==> src/rtl/avalon_st_2_avalon_st_video.sv <==
// Unpacks a 32-bit byte-packed Avalon-ST stream into 24-bit Avalon-ST Video pixels,
// prefixing each packet with an optional control packet and a type-0 video header.
module avalon_st_2_avalon_st_video #(
  parameter bit          EMIT_CTRL    = 1'b1,
  parameter logic [15:0] FRAME_WIDTH  = 16'd480,
  parameter logic [15:0] FRAME_HEIGHT = 16'd800,
  parameter logic [3:0]  INTERLACE    = 4'h0
) (
  input  logic        clk,
  input  logic        rst,
  input  logic [31:0] in_avl_st_data,
  input  logic        in_avl_st_valid,
  input  logic        in_avl_st_startofpacket,
  input  logic        in_avl_st_endofpacket,
  output logic        in_avl_st_ready,
  output logic [23:0] out_avl_st_data,
  output logic        out_avl_st_valid,
  output logic        out_avl_st_startofpacket,
  output logic        out_avl_st_endofpacket,
  input  logic        out_avl_st_ready,
  output logic        frame_err
);

  typedef enum logic [2:0] {
    IDLE, CTRL_HDR, CTRL_D0, CTRL_D1, CTRL_D2, VID_HDR, PIXELS
  } state_t;

  localparam logic [23:0] CTRL_HDR_BEAT = 24'h00000F;
  localparam logic [23:0] CTRL_D0_BEAT  = {4'h0, FRAME_WIDTH[7:4], 4'h0, FRAME_WIDTH[11:8],
                                           4'h0, FRAME_WIDTH[15:12]};
  localparam logic [23:0] CTRL_D1_BEAT  = {4'h0, FRAME_HEIGHT[11:8], 4'h0, FRAME_HEIGHT[15:12],
                                           4'h0, FRAME_WIDTH[3:0]};
  localparam logic [23:0] CTRL_D2_BEAT  = {4'h0, INTERLACE, 4'h0, FRAME_HEIGHT[3:0],
                                           4'h0, FRAME_HEIGHT[7:4]};

  state_t      state;
  logic [63:0] shift_reg;
  logic [2:0]  count;
  logic        eop_seen;

  logic        can_load, accept, word_in, emit_pix, eop_eff, last_pix;
  logic [3:0]  avail, remain;
  logic [63:0] merged;

  assign can_load = !out_avl_st_valid || out_avl_st_ready;

  // IDLE only takes a word when the output stage could take its header in the same cycle.
  always_comb begin
    in_avl_st_ready = 1'b0;
    if (!rst) begin
      case (state)
        IDLE:    in_avl_st_ready = can_load;
        PIXELS:  in_avl_st_ready = (count <= 3'd2) && !eop_seen;
        default: in_avl_st_ready = 1'b0;
      endcase
    end
  end

  // The incoming word is merged combinationally so a pixel can use it in the accept cycle.
  assign accept   = in_avl_st_valid && in_avl_st_ready;
  assign word_in  = accept && (state == PIXELS);
  assign merged   = word_in ? (shift_reg | ({32'd0, in_avl_st_data} << {count, 3'b000}))
                            : shift_reg;
  assign avail    = {1'b0, count} + (word_in ? 4'd4 : 4'd0);
  assign remain   = avail - 4'd3;
  assign emit_pix = ((state == VID_HDR) || (state == PIXELS)) && can_load && (avail >= 4'd3);
  assign eop_eff  = eop_seen || (word_in && in_avl_st_endofpacket);
  assign last_pix = eop_eff && (remain < 4'd3);

  always_ff @(posedge clk) begin
    if (rst) begin
      state                    <= IDLE;
      shift_reg                <= '0;
      count                    <= '0;
      eop_seen                 <= 1'b0;
      out_avl_st_valid         <= 1'b0;
      out_avl_st_data          <= '0;
      out_avl_st_startofpacket <= 1'b0;
      out_avl_st_endofpacket   <= 1'b0;
      frame_err                <= 1'b0;
    end else begin
      frame_err <= 1'b0;
      if (can_load) begin
        out_avl_st_valid         <= 1'b0;
        out_avl_st_startofpacket <= 1'b0;
        out_avl_st_endofpacket   <= 1'b0;
      end
      case (state)
        IDLE: begin
          if (accept && in_avl_st_startofpacket) begin
            shift_reg                <= {32'd0, in_avl_st_data};
            count                    <= 3'd4;
            eop_seen                 <= in_avl_st_endofpacket;
            out_avl_st_valid         <= 1'b1;
            out_avl_st_startofpacket <= 1'b1;
            out_avl_st_data          <= EMIT_CTRL ? CTRL_HDR_BEAT : 24'h000000;
            state                    <= EMIT_CTRL ? CTRL_HDR : VID_HDR;
          end
        end
        CTRL_HDR: if (can_load) begin
          out_avl_st_valid <= 1'b1;
          out_avl_st_data  <= CTRL_D0_BEAT;
          state            <= CTRL_D0;
        end
        CTRL_D0: if (can_load) begin
          out_avl_st_valid <= 1'b1;
          out_avl_st_data  <= CTRL_D1_BEAT;
          state            <= CTRL_D1;
        end
        CTRL_D1: if (can_load) begin
          out_avl_st_valid       <= 1'b1;
          out_avl_st_endofpacket <= 1'b1;
          out_avl_st_data        <= CTRL_D2_BEAT;
          state                  <= CTRL_D2;
        end
        CTRL_D2: if (can_load) begin
          out_avl_st_valid         <= 1'b1;
          out_avl_st_startofpacket <= 1'b1;
          out_avl_st_data          <= 24'h000000;
          state                    <= VID_HDR;
        end
        default: begin
          // VID_HDR and PIXELS: one pixel per loaded beat, b0 lands in the top symbol.
          if (emit_pix) begin
            out_avl_st_valid       <= 1'b1;
            out_avl_st_data        <= {merged[7:0], merged[15:8], merged[23:16]};
            out_avl_st_endofpacket <= last_pix;
            if (last_pix) begin
              shift_reg <= '0;
              count     <= '0;
              eop_seen  <= 1'b0;
              frame_err <= (remain != 4'd0);
              state     <= IDLE;
            end else begin
              shift_reg <= merged >> 24;
              count     <= remain[2:0];
              eop_seen  <= eop_eff;
              state     <= PIXELS;
            end
          end else if (word_in) begin
            shift_reg <= merged;
            count     <= avail[2:0];
            eop_seen  <= eop_eff;
          end
        end
      endcase
    end
  end

endmodule

==> config.mk <==
export PLATFORM = sky130hd
export DESIGN_NAME = avalon_st_2_avalon_st_video
export DESIGN_NICKNAME = d
export VERILOG_FILES = /design/src/rtl/avalon_st_2_avalon_st_video.sv
export SDC_FILE = /design/constraint.sdc
export NUM_CORES = 1
export LEC_CHECK = 0
export BUFFER_PORTS_ARGS = -buffer_cell sky130_fd_sc_hd__buf_2
export CAP_MARGIN = 20
export CORE_ASPECT_RATIO = 1.4
export CORE_MARGIN = 2
export CORE_UTILIZATION = 35
export DETAILED_ROUTE_END_ITERATION = 8
export GPL_TIMING_DRIVEN = 0
export SETUP_SLACK_MARGIN = 0.4
export SYNTH_ARGS = -nofsm -noshare
export SYNTH_HDL_FRONTEND = slang
export SYNTH_SLANG_ARGS = --single-unit
==> constraint.sdc <==
create_clock -name clk -period 3.9 [get_ports clk]
set_input_delay 0.585 -clock clk [delete_from_list [all_inputs] [get_ports clk]]
set_output_delay 0.585 -clock clk [all_outputs]
set_load 0.01 [all_outputs]
**Word-level counts from Yosys, hierarchy flattened**

Cells that the tools add are included.

- Add/subtract/negate cells: 2
- Multipliers: 0
- Div/mod/pow operators: 0
- Order comparisons: 3
- Eq/ne operators: 11
- Shift operators: 1
- Mux-type cells: 47
- Bitwise gates (word level): 4
- Reduce and logical (&&, ||, !) cells: 22

Operators with widths:

| operator | count |
|---|---|
| 64-bit 2-to-1 mux | 4 |
| 24-bit 2-to-1 mux | 6 |
| 64-bit case mux with 2 select lines | 1 |
| 24-bit case mux with 5 select lines | 1 |
| 64-bit bitwise OR | 1 |
| 32-bit by 6-bit left shift with 64-bit output | 1 |
| 40-bit 2-to-1 mux | 1 |
| 3-bit 2-to-1 mux | 12 |
| 1-bit 2-to-1 mux | 15 |
| 3-bit case mux with 5 select lines | 1 |
| 2-bit inequality test, second input constant | 5 |
| 1-bit case mux with 2 select lines | 5 |
| 3-bit equality test, second input constant | 3 |
| 1-bit logical AND | 8 |
| 4-bit OR reduction | 2 |
| 8-bit OR reduction | 1 |
| 3-bit by 2-bit equality test with 1-bit output, second input constant | 2 |
| 3-bit case mux with 2 select lines | 1 |
| 6-bit AND reduction | 1 |
| 6-bit nonzero test | 1 |
| 3-bit by 3-bit adder with 4-bit output | 1 |
| 4-bit by 2-bit >= comparator with 1-bit output, second input constant | 1 |
| 4-bit by 2-bit less-than comparator with 1-bit output, second input constant | 1 |
| 4-bit nonzero test | 1 |
| 9 further kinds | 14 |

- Bits in registers: 99
- Bits in latches: 0
- Memory bits (writable): 0
- ROM bits: 0
- Input bits: 38
- Logic and storage cells: 99
- Memories: 0

**Longest topological paths before layout**

Gate-level depths: netlist of run 1.

- Depth after elaboration: 14
- Depth in mapped cells: 17
- Mapped depth without buffers: 11

**Least setup slack after synthesis of run 1**

OpenSTA, ideal clock, no wires.

- Path type: register to register
- From: register count[0]
- To: register shift_reg[14]
- Library setup time: 143 ps
- Arrival time: 3382 ps
- Data required time: 3757 ps
- Setup slack: 375 ps
- Stages on the path, launching flop included: 18
- Path buffers: 6
- Cells stage by stage: dfxtp_1 -> clkbuf_1 -> buf_4 -> buf_2 -> inv_1 -> ha_1 -> nand2b_1 -> and3_1 -> buf_2 -> inv_2 -> ha_1 -> nand4b_1 -> a211o_1 -> a21oi_1 -> or3_1 -> buf_6 -> buf_6 -> o32ai_2

- Cells in the longest elaborated chain, start to end: 14
- Elaborated cells between the ends (all ways): 26
- Those cells by class: 2 x add/sub; 3 x order compare; 1 x eq/ne; 1 x shift; 8 x mux; 1 x bitwise; 10 x reduce/logical

Ends and longest elaborated chain:

| element | RTL line | source |
|---|---|---|
| start, declared | 38 | `logic [2:0] count;` |
| start signal, assigned | 136 | `count <= remain[2:0];` |
| start signal, assigned | 142 | `count <= avail[2:0];` |
| 3-bit by 2-bit <= comparator with 1-bit output | 53 | `PIXELS: in_avl_st_ready = (count <= 3'd2) && !eop_seen;` |
| 1-bit logical AND | 53 |  |
| 1-bit case mux with 2 select lines | 51 | `case (state)` |
| 1-bit 2-to-1 mux | 50 | `if (!rst) begin` |
| 1-bit logical AND | 60 | `assign accept = in_avl_st_valid && in_avl_st_ready;` |
| 1-bit logical AND | 61 | `assign word_in = accept && (state == PIXELS);` |
| 3-bit 2-to-1 mux | 64 | `assign avail = {1'b0, count} + (word_in ? 4'd4 : 4'd0);` |
| 3-bit by 3-bit adder with 4-bit output | 64 |  |
| 4-bit by 2-bit subtractor with 4-bit output | 65 | `assign remain = avail - 4'd3;` |
| 4-bit by 2-bit less-than comparator with 1-bit output | 68 | `assign last_pix = eop_eff && (remain < 4'd3);` |
| 1-bit logical AND | 68 |  |
| 40-bit 2-to-1 mux | 128 | `if (last_pix) begin` |
| 64-bit 2-to-1 mux | 124 | `if (emit_pix) begin` |
| 64-bit case mux with 2 select lines | 88 | `case (state)` |
| end signal, assigned | 91 | `shift_reg <= {32'd0, in_avl_st_data};` |
| end signal, assigned | 135 | `shift_reg <= merged >> 24;` |
| end signal, assigned | 141 | `shift_reg <= merged;` |
| end, declared | 37 | `logic [63:0] shift_reg;` |

Parallel ways exist; a longest one is shown, timed or not. The select of a mux whose other input is x is not followed.
A chain may end at the register's enable or synchronous reset.

**Worst setup path in the final report of run 1**

- From: register count[0]
- To: register shift_reg[24]

The elaborated chain is that of the path after synthesis.

==> results of run 1 <==
[repair_timing]
action	4_1_cts	5_1_grt
gates cloned	0	0
resized for setup	45	28
buffers inserted	7	6
endpoints found under the setup margin	98	75
pin swaps	1	0
[metrics by stage]
stage | setup slack, ns | instances
floorplan | 0.410 | 571
global placement | -0.696 | 829
detailed placement | -0.765 | 829
CTS | 0.387 | 852
global route | 0.355 | 858
finish | 0.450 | 858
[synth_stat cells, types with 5 or more instances]
cell type  count
dfxtp_1       99
nor2_1        61
a21oi_1       47
nand2_1       35
clkbuf_1      33
a221oi_1      26
o32ai_2       25
mux2i_1       24
o2bb2ai_1     19
a22o_1        16
and2_1        16
a22oi_1       12
a21o_1        11
o21ai_0       10
o21bai_1      10
o22ai_1        9
a221o_1        8
buf_2          8
mux2_2         8
o21bai_2       8
a31oi_1        6
ha_1           5
[worst max-delay path: stages (launching register included)]
cell	delay [ns]
dfxtp_1	0.35
buf_4	0.16
buf_12	0.15
buf_8	0.16
inv_1	0.06
ha_2	0.19
nand2b_4	0.15
and3_4	0.18
buf_12	0.14
inv_8	0.10
ha_2	0.19
a21boi_4	0.28
nor4_4	0.10
nor2_2	0.34
clkbuf_2	0.37
a221oi_1	0.16
o32ai_2	0.28
[final timing paths]
check	start	endpoint	slack, ns	cells after the start
setup reg to reg	count[0]	shift_reg[24]	0.45	16
hold / removal	out_avl_st_data[18]	out_avl_st_data[18]	0.46	2
setup / recovery	count[0]	shift_reg[24]	0.45	16
hold reg to reg	out_avl_st_data[18]	out_avl_st_data[18]	0.46	2
[cells by family (layout without fill, tap and decap cells)]
| logic type | Yosys count | in the layout |
|---|---|---|
| and+or+nand+nor | 144 | 144 |
| AOI/OAI and AO/OA | 230 | 230 |
| muxes | 32 | 32 |
| xor gates and xnor gates | 3 | 3 |
| buffers and inverters | 58 | 153 |
| adders and majority gates | 5 | 5 |
| DFF | 99 | 99 |
[power breakdown]
part	leakage, nW	total (mW)	switching (mW)	internal (mW)
Clock	0.138	0.879	0.435	0.444
Sequential	0.802	1.15	0.0502	1.10
Combinational	1.50	0.974	0.655	0.318
[per-layer routing]
metal / vias to the layer above / share of wire [%] / global-route usage (%) / routed length (µm)
met5: - / 0 / 0 / 0
li1: 2364 / - / - / -
met3: 92 / 5.3 / 4.36 / 1080
met1: 2591 / 38 / 28.6 / 7790
met2: 268 / 47 / 41.0 / 9600
met4: 0 / 9.0 / 20.1 / 1820
[layout make-up]
type / count / area [µm²]
repair buffers: 79 / 428
flip-flops and latches: 99 / 1980
fillers: 1514 / 8420
plain buffers: 52 / 338
well taps: 192 / 240
inverters: 6 / 30.0
clock buffers: 9 / 225
multi-input cells: 414 / 3200
clock inverters: 7 / 58.8
==> reports/metrics.yaml, run 1 <==
clock_tree:
  htree_levels: 3
  clock_sinks: 99
  clockRootBuffer: "clkbuf_16"
  cts_tree: "built"
  cts-buffers-inserted: 9
  clock_path_buffers: 2
  clock_latency_ns: 0.35
  postCtsHoldBufs: 0
  clk_pin_slew_ns: 0.07
floorplan:
  core_area_um2: 14900
  die_y_um: 149
  start_util_pct: 35.5
  dieWidth_um: 108
  die-area_um2: 16100
  rows: 53
  num_io_pins: 67
global_routing:
  track_usage_pct: 25.1
  grt_pass1_wl_um: 30100
  grt_overflow_total: 0
  antenna_found_initial: 0
  first_global_vias: 5254
  grt_max_degree: 19
sta:
  hold_viol: 0
  rsz0062_at_grt: "yes"
  fin_hold_ws_ns: 0.457
  clock_skew_ns: 0.00805
  final.period_utilization_pct: 88.5
  fin_crit_ns: 3.45
  tns_ns: 0
  max_freq_mhz: 290
  tightestPinTransition_ns: 0.958
  final_max_slew_viol_count: 0
  setup_violations: 0
  slew_headroom_pct: 36.2
finish:
  layout-drive-gt1-share_pct: 29.4
  area_growth_pct: 22.9
  final_cell_mix: "dfxtp_1 (99), buf_2 (71), nor2_1 (59)"
  largest_register_ffs: 64
  antenna_cells: 0
  final_common_cell: "dfxtp_1"
  final_core_util_pct: 43.6
  layout.nets: 704
  design_area_um2: 6500
logic_synthesis:
  mappedNetlistNets: 614
  synth_area_leaders: "dfxtp_1 (37%), o32ai_2 (7.7%), mux2i_1 (4.5%), a21oi_1 (4.4%), nor2_1 (4.3%)"
  synth_xor_area_share_pct: 0.497
  synthArstFlopShare_pct: 0
  muxShareOfSynthArea_pct: 6.24
  ys.flop_type: "dfxtp_1"
  synth_top_family_by_area: "compound AO/OA/AOI/OAI gates"
  synth_top_cell_by_area: "dfxtp_1"
  synth-compound-area-share_pct: 36.3
  syn_area_per_cell_um2: 9.26
  synthAdderAreaFrac_pct: 1.18
  synthSimpleGateAreaFrac_pct: 13.1
  synth-warning-count: 0
  synth_area_um2: 5290
  synthDistinctLibCells: 59
  synth_seq_cells: 99
  synth_top_area_share_pct: 37.5
  ys_seq_area_share_pct: 37.5
  synth_edf_count: 0
  syn-instance-count: 571
place:
  dpl_cell_area_um2: 5860
  globalplace.congestion: 0.945
  portBuffers: 66
  dp_hpwl_um: 14900
run_status:
  status: "completed"
drt:
  initialDrtViolationCount: 454
  drc: 0
  vias: 5315
  via_per_inst: 6.19
  ant_nets: 0
  post_drt_wl_per_cell_um: 23.7
  drt-total-wl_um: 20300
  first_pass_iters: 5
setup_path:
  required_ns: 4.16
  cp-end-kind: "register"
  critPathKind: "reg2reg"
  start_kind: "register"
  arrival_ns: 3.71
  cp_max_fo: 11
power:
  design_power_total_mw: 3.00
  leakagePower_nw: 2.44
  vdd_drop_max_mv: 0.296
  powerDensity_nw_per_um2: 462
flow_run:
  cap_viol_max_count: 0
hold_path:
  hp-class: "reg2reg"
(Power assumes the default switching activity.)
==> run 2, diff against run 1 <==
Settings changed: CAP_MARGIN 20 to 10, CORE_MARGIN 2 to 5.
Clock period 3.9 ns to 3.2 ns, I/O delays scaled along.
==> reports/metrics.yaml, run 2 (synthesized netlist as in run 1, its figures left out) <==
run_status:
  status: "completed"  # unchanged
clock_tree:
  clk_pin_slew_ns: 0.08  # was 0.07 ns
  clockRootBuffer: "clkbuf_16"  # unchanged
  clock_path_buffers: 2  # unchanged
  clock_sinks: 99  # unchanged
  cts-buffers-inserted: 9  # unchanged
  htree_levels: 3  # unchanged
  cts_tree: "built"  # unchanged
  clock_latency_ns: 0.36  # was 0.35 ns
sta:
  clock_skew_ns: 0.00914  # was 0.00805 ns
  rsz0062_at_grt: "yes"  # unchanged
  final.period_utilization_pct: 98.9  # was 88.5%
  worst_slack_ns: 0.0353  # was 0.450 ns
  tns_ns: 0  # unchanged
  tightestPinTransition_ns: 1.09  # was 0.958 ns
  final_max_slew_viol_count: 0  # unchanged
  max_freq_mhz: 316  # was 290 MHz
  hold_viol: 0  # unchanged
  slew_headroom_pct: 27.4  # was 36.2%
  setup_violations: 0  # unchanged
  fin_crit_ns: 3.16  # was 3.45 ns
finish:
  final_cell_mix: "dfxtp_1 (98), buf_2 (69), nor2_1 (50)"  # was dfxtp_1 (99), buf_2 (71), nor2_1 (59)
  final_core_util_pct: 50.8  # was 43.6%
  layout-drive-gt1-share_pct: 42.1  # was 29.4%
  layout.cells.non_filler: 893  # was 858
  final_common_cell: "dfxtp_1"  # unchanged
  fillCellCount: 1304  # was 1514
  largest_register_ffs: 64  # unchanged
  area_growth_pct: 43.4  # was 22.9%
  antenna_cells: 0  # unchanged
  layout.nets: 739  # was 704
drt:
  via_per_inst: 6.31  # was 6.19
  post_drt_wl_per_cell_um: 25.7  # was 23.7 µm
  initialDrtViolationCount: 555  # was 454
  first_pass_iters: 5  # unchanged
  vias: 5637  # was 5315
  ant_nets: 0  # unchanged
  drc: 0  # unchanged
  drt-total-wl_um: 23000  # was 20300 µm
setup_path:
  r2r_start: "count[0]"  # unchanged
  cp_max_fo: 7  # was 11
  r2r_cells: 17  # was 16
  critPathKind: "reg2reg"  # unchanged
  required_ns: 3.46  # was 4.16 ns
  ff2ff_setup_slack_ns: 0.04  # was 0.45 ns
  cp-end-kind: "register"  # unchanged
  setup.worst_path.start: "count[0]"  # unchanged
  start_kind: "register"  # unchanged
  arrival_ns: 3.42  # was 3.71 ns
hold_path:
  hold_start: "in_avl_st_data[0]"  # was out_avl_st_data[18]
  worstHoldPathCells: 2  # unchanged
  hp-class: "in2reg"  # was reg2reg
place:
  dp_hpwl_um: 15000  # was 14900 µm
  post-place-ws_ns: -0.570  # was -0.765 ns
  globalplace.congestion: 0.919  # was 0.945
  dp_cells: 829  # unchanged
  portBuffers: 66  # unchanged
power:
  powerDensity_nw_per_um2: 537  # was 462 nW/µm²
  design_power_total_mw: 4.07  # was 3.00 mW
  leakagePower_nw: 2.85  # was 2.44 nW
  vdd_drop_max_mv: 0.324  # was 0.296 mV
global_routing:
  track_usage_pct: 24.3  # was 25.1%
  first_global_vias: 5490  # was 5254
  grt_overflow_total: 0  # unchanged
  grt_pass1_wl_um: 32600  # was 30100 µm
  grt_max_degree: 20  # was 19
  antenna_found_initial: 0  # unchanged
floorplan:
  rows: 53  # unchanged
  start_util_pct: 35.5  # unchanged
  dieWidth_um: 114  # was 108 µm
  num_io_pins: 67  # unchanged
  die-area_um2: 17700  # was 16100 µm²
  core_area_um2: 14900  # unchanged
  die_y_um: 155  # was 149 µm
flow_run:
  cap_viol_max_count: 0  # unchanged
[run 2: cell types whose count changed in the layout (fill, tap and decap cells not counted), moves of 10 or more]
cell      previous run  this run
nor2_4               0        10
a22oi_1             12         0
buf_4               18        32
a221oi_1            24        13
a22oi_2              0        12
a221oi_2             2        13
buf_6                3        14
[run 2: repair_timing]
action / CTS / global route
setup buffers: 21 / 18
setup endpoints to repair: 98 / 98
pin swaps: 5 / 36
hold buffers: 0 / 0
gates cloned: 3 / 6
gates resized for setup: 69 / 128
[run 2: worst paths after layout]
| check | end |
|---|---|
| worst max-delay path | shift_reg[23] |
| worst min-delay path | shift_reg[0] |
| worst max register to register | shift_reg[23] |
| worst min register to register | out_avl_st_startofpacket |
[run 2: final cells by class]
cell class / count / area, µm² / share of cell area, %
clock inverters: 7 / 91.3 / 1.20
repair buffers: 113 / 861 / 11.4
inverters: 6 / 40.0 / 0.528
plain buffers: 52 / 484 / 6.39
clock buffers: 9 / 225 / 2.97
multi-input cells: 415 / 3660 / 48.2
flip-flops and latches: 99 / 1980 / 26.2
well taps: 192 / 240 / 3.17
[run 2: stage by stage]
step           hold WS (ns)  area [µm²]
2_1_floorplan         0.430        5420
3_3_place_gp          0.442        5990
3_5_place_dp          0.444        5990
4_1_cts               0.413        6810
5_1_grt               0.416        7580
6_report              0.414        7580
[run 2: routing by layer]
| metal | part of all wire, % | vias to the layer above | global-route usage, % |
|---|---|---|---|
| met5 | 0 | - | 0 |
| met4 | 7.4 | 0 | 16.9 |
| met3 | 6.6 | 97 | 3.74 |
| met2 | 49 | 332 | 40.3 |
| met1 | 37 | 2755 | 28.6 |
| li1 | - | 2453 | - |
[run 2: where the power goes]
| part | total, mW | leakage (nW) | switching [mW] | internal (mW) |
|---|---|---|---|---|
| registers | 1.40 | 0.802 | 0.0644 | 1.34 |
| logic | 1.49 | 1.90 | 0.957 | 0.535 |
| clock network | 1.18 | 0.152 | 0.551 | 0.628 |
[run 2: critical path: stages (launching register included)]
cell and delay (ns):
dfxtp_2 0.34, buf_8 0.12, buf_12 0.11, buf_12 0.12, clkinv_4 0.04, ha_4 0.12, nand2b_4 0.12, and3_4 0.21
buf_12 0.14, inv_12 0.04, ha_4 0.14, a21boi_4 0.16, or4_4 0.50, buf_6 0.14, or3_4 0.35, buf_12 0.17
buf_12 0.15, o32ai_2 0.09
==> run 3, diff against run 2 <==
Settings changed: CORE_ASPECT_RATIO 1.4 to unset, CORE_UTILIZATION 35 to 45, SKIP_LAST_GASP set to 1.
==> reports/metrics.yaml, run 3 (synthesized netlist as in run 1, its figures left out) <==
power:
  leakagePower_nw: 2.79  # was 2.85 nW
  design_power_total_mw: 3.90  # was 4.07 mW
  powerDensity_nw_per_um2: 532  # was 537 nW/µm²
  vdd_drop_max_mv: 0.507  # was 0.324 mV
clock_tree:
  clock_path_buffers: 2  # unchanged
  clk_pin_slew_ns: 0.07  # was 0.08 ns
  cts_tree: "built"  # unchanged
  htree_levels: 3  # unchanged
  postCtsHoldBufs: 0  # unchanged
  clock_latency_ns: 0.36  # about the same
  cts-buffers-inserted: 9  # unchanged
  clock_sinks: 99  # unchanged
  clockRootBuffer: "clkbuf_16"  # unchanged
drt:
  via_per_inst: 6.43  # was 6.31
  vias: 5444  # was 5637
  wl_met2_um: 9390  # was 11200 µm
  drt-total-wl_um: 19900  # was 23000 µm
  ant_nets: 0  # unchanged
  highest_layer: "met4"  # unchanged
  first_pass_iters: 5  # unchanged
  post_drt_wl_per_cell_um: 23.5  # was 25.7 µm
  wl_met1_um: 8210  # was 8560 µm
  initialDrtViolationCount: 500  # was 555
  wl_met3_um: 1370  # was 1520 µm
  drc: 0  # unchanged
floorplan:
  die_y_um: 118  # was 155 µm
  num_io_pins: 67  # unchanged
  die-area_um2: 14000  # was 17700 µm²
  start_util_pct: 46.1  # was 35.5%
  dieWidth_um: 118  # was 114 µm
  rows: 39  # was 53
  core_area_um2: 11500  # was 14900 µm²
setup_path:
  cp-end-kind: "register"  # unchanged
  start_kind: "register"  # unchanged
  r2r_cells: 18  # was 17
  ff2ff_setup_slack_ns: 0.003  # was 0.04 ns
  r2r_start: "count[0]"  # unchanged
  r2r-end: "shift_reg[25]"  # was shift_reg[23]
  arrival_ns: 3.46  # was 3.42 ns
  critPathKind: "reg2reg"  # unchanged
  required_ns: 3.46  # about the same
  cp_max_fo: 8  # was 7
hold_path:
  whs_endpoint: "shift_reg[1]"  # was shift_reg[0]
  worstHoldPathCells: 2  # unchanged
  hp-class: "in2reg"  # unchanged
  hold_start: "in_avl_st_data[1]"  # was in_avl_st_data[0]
sta:
  slew_headroom_pct: 33.4  # was 27.4%
  worst_slack_ns: 0.00294  # was 0.0353 ns
  final_max_slew_viol_count: 0  # unchanged
  rsz0062_at_grt: "yes"  # unchanged
  clock_skew_ns: 0.0107  # was 0.00914 ns
  tns_ns: 0  # unchanged
  fin_hold_ws_ns: 0.409  # was 0.414 ns
  final.period_utilization_pct: 99.9  # was 98.9%
  tightestPinTransition_ns: 0.999  # was 1.09 ns
  setup_violations: 0  # unchanged
  max_freq_mhz: 313  # was 316 MHz
  hold_viol: 0  # unchanged
  fin_crit_ns: 3.20  # was 3.16 ns
finish:
  fillCellCount: 917  # was 1304
  multiInputGateArea_um2: 3550  # was 3660 µm²
  layout-drive-gt1-share_pct: 39.5  # was 42.1%
  area_growth_pct: 38.4  # was 43.4%
  seqCellArea_um2: 1980  # about the same
  design_area_um2: 7320  # was 7580 µm²
  final_cell_mix: "dfxtp_1 (97), buf_2 (74), nor2_1 (59)"  # was dfxtp_1 (98), buf_2 (69), nor2_1 (50)
  layout.cells.non_filler: 846  # was 893
  final_common_cell: "dfxtp_1"  # unchanged
  layout.nets: 741  # was 739
  largest_register_ffs: 64  # unchanged
  final_core_util_pct: 63.8  # was 50.8%
  antenna_cells: 0  # unchanged
place:
  dpl_cell_area_um2: 5930  # was 5990 µm²
  post-place-ws_ns: -0.550  # was -0.570 ns
  dp_hpwl_um: 14200  # was 15000 µm
  dp_cells: 780  # was 829
  globalplace.congestion: 0.938  # was 0.919
  portBuffers: 66  # unchanged
global_routing:
  first_global_vias: 5372  # was 5490
  grt_max_degree: 18  # was 20
  track_usage_pct: 27.6  # was 24.3%
  grt_pass1_wl_um: 30500  # was 32600 µm
  antenna_found_initial: 0  # unchanged
  grt_overflow_total: 0  # unchanged
flow_run:
  cap_viol_max_count: 0  # unchanged
run_status:
  status: "completed"  # unchanged
[run 3: changes by cell type in the layout (fill, tap and decap cells not counted), sizes merged]
cell / delta
clkinv: +2
clkbuf: -1
bufinv: -1
buf: +5
inv: -2
nand3: -1
[run 3: cell type report]
type	count	area share (%)
timing repair buffer	116	10.7
inverter	6	0.649
clock inverter	6	0.649
buffer	52	6.75
clock buffer	10	3.13
sequential	99	27.1
tap	143	2.44
multi-input combinational	414	48.5
[run 3: repair_timing]
action / in CTS / in global routing
cloned: 2 / 1
gates resized for setup: 101 / 55
setup buffers: 31 / 16
pin swaps: 32 / 11
hold endpoints to repair: 0 / 0
setup endpoints to repair: 95 / 95
[run 3: worst max path at each step]
stage          startpoint             to  slack (ns)  depth (start not counted)
2_1_floorplan    count[0]  shift_reg[14]        0.16                         17
3_3_place_gp     count[0]  shift_reg[30]       -0.46                         16
3_5_place_dp     count[0]  shift_reg[30]       -0.55                         16
4_1_cts          count[0]  shift_reg[25]       0.006                         18
5_1_grt          count[0]  shift_reg[24]       -0.06                         18
6_report         count[0]  shift_reg[25]       0.003                         18
[run 3: routing by layer]
metal / GRT usage, % / up-vias
met5: 0 / -
li1: - / 2452
met2: 44.3 / 264
met1: 35.6 / 2666
met4: 15.9 / 0
met3: 3.82 / 62
[run 3: worst max-delay path: stages, from the launching register on]
cell and delay [ns]:
dfxtp_2 0.33, buf_8 0.12, buf_12 0.11, buf_12 0.12, clkinv_8 0.04, ha_4 0.12
nand2b_4 0.12, and3_4 0.19, buf_12 0.13, inv_12 0.04, ha_4 0.14, a21boi_4 0.15
or4_4 0.53, buf_6 0.14, or3_4 0.33, buf_12 0.16, buf_6 0.12, buf_12 0.13
o32ai_4 0.08
[run 3: report_power, final]
group | leakage [nW] | total, mW | switching [mW] | internal (mW)
clock network | 0.133 | 1.05 | 0.511 | 0.535
registers | 0.803 | 1.40 | 0.0595 | 1.34
logic | 1.85 | 1.45 | 0.915 | 0.538
total | 2.79 | 3.90 | 1.49 | 2.41
